`src/rtl/branch_pkg.sv`:
```
// Shared definitions for the branch sequencer: condition codes, FSM encoding
// and the {Z,V,N} flag bundle.
package branch_pkg;

    typedef enum logic [2:0] {
        COND_NEQ   = 3'd0,
        COND_EQ    = 3'd1,
        COND_GT    = 3'd2,
        COND_LT    = 3'd3,
        COND_GTE   = 3'd4,
        COND_LTE   = 3'd5,
        COND_OVFL  = 3'd6,
        COND_UNCON = 3'd7
    } cond_e;

    typedef enum logic {
        ST_RUN   = 1'b0,
        ST_FLUSH = 1'b1
    } state_e;

    typedef struct packed {
        logic z;
        logic v;
        logic n;
    } flags_t;

endpackage

```
`src/rtl/branch_cond.sv`:
```
// Combinational branch condition evaluator.
module branch_cond
    import branch_pkg::*;
(
    input  cond_e  iOp,
    input  flags_t iFlags,
    output logic   oTaken
);

    always_comb begin
        oTaken = 1'b0;
        case (iOp)
            COND_NEQ:   oTaken = ~iFlags.z;
            COND_EQ:    oTaken = iFlags.z;
            COND_GT:    oTaken = ~iFlags.z & ~iFlags.n;
            COND_LT:    oTaken = iFlags.n;
            COND_GTE:   oTaken = ~iFlags.n;
            COND_LTE:   oTaken = iFlags.n | iFlags.z;
            COND_OVFL:  oTaken = iFlags.v;
            COND_UNCON: oTaken = 1'b1;
            default:    oTaken = 1'b0;
        endcase
    end

endmodule

```
`src/rtl/branch_sequencer.sv`:
```
// Fetch PC sequencer with conditional branch redirect and pipeline flush.
// Optional taken-branch statistics counter enabled by the BRANCH_STATS_EN macro.
module branch_sequencer
    import branch_pkg::*;
#(
    parameter int PC_W         = 16,
    parameter int FLUSH_CYCLES = 2
) (
    input  logic            iClk,
    input  logic            iRst_n,
    input  logic            iStall,
    input  logic            iFlagsWe,
    input  logic            iZeroFlag,
    input  logic            iOverflowFlag,
    input  logic            iNegativeFlag,
    input  logic            iBranchValid,
    input  logic [2:0]      iBranchOp,
    input  logic [PC_W-1:0] iBranchTarget,
    output logic [PC_W-1:0] oPc,
    output logic            oBranchTaken,
    output logic            oFlush,
    output logic            oBusy
`ifdef BRANCH_STATS_EN
    ,
    input  logic            iStatsClr,
    output logic [15:0]     oTakenCount
`endif
);

    localparam logic [2:0] FLUSH_LAST = 3'(FLUSH_CYCLES - 1);

    logic [PC_W-1:0] pc_q, pc_d;
    flags_t          flags_q, flags_d, flags_in, flags_eff;
    state_e          state_q, state_d;
    logic [2:0]      cnt_q, cnt_d;
    logic            taken_q, taken_d;
    logic            cond_true;

    assign flags_in  = '{z: iZeroFlag, v: iOverflowFlag, n: iNegativeFlag};
    // Same-cycle flag writes are forwarded so a compare+branch pair needs no bubble.
    assign flags_eff = iFlagsWe ? flags_in : flags_q;

    branch_cond u_cond (
        .iOp    (cond_e'(iBranchOp)),
        .iFlags (flags_eff),
        .oTaken (cond_true)
    );

    always_comb begin
        pc_d    = pc_q;
        flags_d = flags_q;
        state_d = state_q;
        cnt_d   = cnt_q;
        taken_d = taken_q;
        if (!iStall) begin
            taken_d = 1'b0;
            pc_d    = pc_q + 1'b1;
            if (iFlagsWe) flags_d = flags_in;
            case (state_q)
                ST_RUN: begin
                    if (iBranchValid && cond_true) begin
                        pc_d    = iBranchTarget;
                        taken_d = 1'b1;
                        state_d = ST_FLUSH;
                        cnt_d   = FLUSH_LAST;
                    end
                end
                ST_FLUSH: begin
                    if (cnt_q == 3'd0) state_d = ST_RUN;
                    else               cnt_d   = cnt_q - 3'd1;
                end
                default: state_d = ST_RUN;
            endcase
        end
    end

    always_ff @(posedge iClk or negedge iRst_n) begin
        if (!iRst_n) begin
            pc_q    <= '0;
            flags_q <= '0;
            state_q <= ST_RUN;
            cnt_q   <= 3'd0;
            taken_q <= 1'b0;
        end else begin
            pc_q    <= pc_d;
            flags_q <= flags_d;
            state_q <= state_d;
            cnt_q   <= cnt_d;
            taken_q <= taken_d;
        end
    end

    // A redirect pulse caught by a stall is held and shown once the stall lifts.
    assign oPc          = pc_q;
    assign oBranchTaken = taken_q & ~iStall;
    assign oFlush       = (state_q == ST_FLUSH);
    assign oBusy        = (state_q == ST_FLUSH);

`ifdef BRANCH_STATS_EN
    logic [15:0] taken_cnt_q;

    always_ff @(posedge iClk or negedge iRst_n) begin
        if (!iRst_n)                                    taken_cnt_q <= 16'h0000;
        else if (iStatsClr)                             taken_cnt_q <= 16'h0000;
        else if (oBranchTaken && taken_cnt_q != 16'hFFFF) taken_cnt_q <= taken_cnt_q + 16'h0001;
    end

    assign oTakenCount = taken_cnt_q;
`endif

endmodule

```
`config.mk`:
```
export PLATFORM = sky130hd
export DESIGN_NAME = branch_sequencer
export DESIGN_NICKNAME = d
export VERILOG_FILES = /design/src/rtl/branch_pkg.sv /design/src/rtl/branch_cond.sv /design/src/rtl/branch_sequencer.sv
export SDC_FILE = /design/constraint.sdc
export NUM_CORES = 1
export LEC_CHECK = 0
export BUFFER_PORTS_ARGS = -buffer_cell sky130_fd_sc_hd__buf_4
export CORE_MARGIN = 1.5
export CORE_UTILIZATION = 34
export CTS_CLUSTER_DIAMETER = 60
export DETAILED_ROUTE_END_ITERATION = 7
export SYNTH_ARGS = -nofsm -noshare
export SYNTH_HDL_FRONTEND = slang
export SYNTH_HIERARCHICAL = 1
export SYNTH_SLANG_ARGS = --single-unit
```
`constraint.sdc`:
```
create_clock -name iClk -period 4.96 [get_ports iClk]
set_input_delay 0.496 -clock iClk [delete_from_list [all_inputs] [get_ports iClk]]
set_output_delay 0.496 -clock iClk [all_outputs]
set_load 0.005 [all_outputs]
```
==> run summary <==
status -> finished, final reports clean
final-report setup violation count -> 0
initial antenna violation count -> 0
Initial DRC Count -> 79
drt total wl -> 3686 um
maximum vdd drop -> 163.3 uV
worst r2r src -> flags_q[0]$_DFFE_PN0N_
Crit Path Max Fanout -> 27
final hold violation count -> 0
worst hold path class -> primary input to async pin
first-pass GRT wire length -> 6078 um
Pre-Repair DR Iteration Count -> 4
Clk pin slew, worst setup/hold paths -> 90 ps
Syn Area/Cell -> 8.845 um2
Chip Width -> 70.28 um
setup TNS -> 0 ps
grt ovf -> 0
DR DRC count -> 0
WL/cell -> 13.96 um
largest stage delay on the critical path -> 670 ps
post-CTS setup buffers -> 0
root buffer cell -> clkbuf_8
ratio of cells with drive above 1 in the final layout -> 0.3019
Std-Cell Rows -> 24
FF+latch count, synth -> 24
ys async rst share -> 1.000
Leakage Power -> 0.8319 nW
FMAX -> 344.8 MHz
synth warn -> 6
count of pins over their slew limit -> 0
Final HPWL DP -> 2601 um
RSZ-0062 raised after global routing -> false
ys flop type -> dfrtp_1
routed vias -> 1412
Mapped Cells -> 174
reg2reg end -> oPc[13]$_DFFE_PN0N_
vias in the first global route -> 1268
antenna viol nets, final -> 0
CTS resizes -> 0
Pwr Density -> 460.0 nW/um2
syn nets -> 204
Netlist Area Pre-Place -> 1539 um2
critical path type -> primary input to flop
crit path time final -> 2900 ps
critical path data arrival time -> 2990 ps
flop-to-flop setup slack -> 2070 ps
GPL Wtd Cong -> 0.7550
cell count of the worst reg-to-reg path -> 8
WP data required -> 5050 ps
Worst-Margin Slew -> 930.8 ps
fin nets -> 243
Netlist cell types -> 44
Die Span Y -> 70.28 um
slowest CP cell -> nand3b_1
Skew-Pair Late Insertion Delay -> 270 ps
critical-path cell list -> buf_4 > mux2_2 > a211oi_1 > a2111oi_2 > a311oi_2 > nand3b_1 > or3_1 > o311ai_0 > a41oi_1
Die ar. -> 4939 um2
max_cap viols -> 0
CP startpoint -> iFlagsWe
relative slew slack -> 0.3776
Crit path max-delay family -> simple AND/OR/NAND/NOR gates
I/O Buffers -> 45
Clock Tree Buf Depth -> 2
skew final -> 4.874 ps
area of the core -> 4354 um2
type of destination of the critical path -> flop
diode count -> 0
total CTS buffers -> 3
commonest non-fill, non-tap cell in the layout -> buf_4
area grow syn2layout -> 26.59%
most frequent cells in the layout -> buf_4 (45), dfrtp_1 (24), o21ai_0 (15)
period utilisation layout -> 0.5847
CTS H-tree depth -> 1
Final Core Density -> 0.4474
Seq/Total Area, Yosys -> 0.3902
largest net degree at the start of global routing -> 46
CP bufs+invs -> 1
Initial Util -> 0.3534
CTS tree -> yes
Total GRT Usage -> 0.1510
CTS sink count -> 24
Post-synth EDFFs -> 0
via/cell ratio -> 5.348
Post-CTS Hold Fix Bufs -> 0
IO Pins -> 46
CP Launch Type -> primary input
## synth_stat cells, types with 4 or more instances
cell type | number | area (um2)
a31oi_1 | 5 | 31.28
o21ai_0 | 15 | 75.07
nor4_1 | 4 | 25.02
dfrtp_1 | 24 | 600.6
inv_1 | 7 | 26.28
o22a_1 | 6 | 52.55
nor2_1 | 13 | 48.80
clkbuf_1 | 7 | 26.28
mux2_2 | 6 | 67.56
nand3_1 | 7 | 35.03
a21oi_1 | 14 | 70.07
mux2i_1 | 4 | 40.04
nand2_1 | 13 | 48.80
## stage by stage
stage	setup WS, ps	total power [mW]	hold slack [ps]	std cells	area [um2]
CTS	2018	0.9049	123.5	264	1948
floorplan	2567	0.5929	200.4	174	1539
global route	1773	0.9704	131.0	264	1948
global placement	1802	0.7624	422.1	260	1893
finish	2060	0.8961	107.5	264	1948
detailed placement	1725	0.7667	420.6	260	1893
## cell type report
type	count	area [um2]
sequential	24	600.6
multi-input combinational	132	863.3
timing repair buffer	45	337.8
clock buffer	4	55.05
fill	442	2406
tap	52	65.06
inverter	7	26.28
## flip-flops by register name, indices dropped and copies added (netlist names)
register  cells
taken_q       1
cnt_q         3
oPc          16
flags_q       3
oBusy         1
## worst max-delay path by stage
stage | end | slack [ps] | cells past startpoint
finish | oPc[13]$_DFFE_PN0N_ | 2060 | 9
floorplan | oPc[12]$_DFFE_PN0N_ | 2570 | 8
global route | oPc[13]$_DFFE_PN0N_ | 1770 | 8
CTS | oPc[13]$_DFFE_PN0N_ | 2020 | 9
global placement | oPc[13]$_DFFE_PN0N_ | 1800 | 9
detailed placement | oPc[13]$_DFFE_PN0N_ | 1730 | 9
## per-layer routing
layer	vias up	global-route usage	part of all wire
li1	722	-	-
met1	655	0.2327	0.51
met2	31	0.2138	0.44
met3	4	0.02453	0.037
met4	0	0.04487	0.0095
met5	-	0	0
## power breakdown
| group | leakage (nW) | switching (mW) | internal, mW |
|---|---|---|---|
| clock network | 0.0288 | 0.0649 | 0.0710 |
| logic | 0.521 | 0.173 | 0.209 |
| registers | 0.282 | 0.103 | 0.275 |
| total | 0.832 | 0.341 | 0.555 |
## cells by family (layout without fill, tap and decap cells)
kind of cell / Yosys count / count (layout) / share of synthesized area
buf+inv: 18 / 56 / 0.04879
mux: 10 / 10 / 0.06992
simple gates: 66 / 66 / 0.2382
flops: 24 / 24 / 0.3902
compound gates: 53 / 53 / 0.2285
fa+ha+maj: 3 / 3 / 0.02439
(Power assumes the default switching activity.)
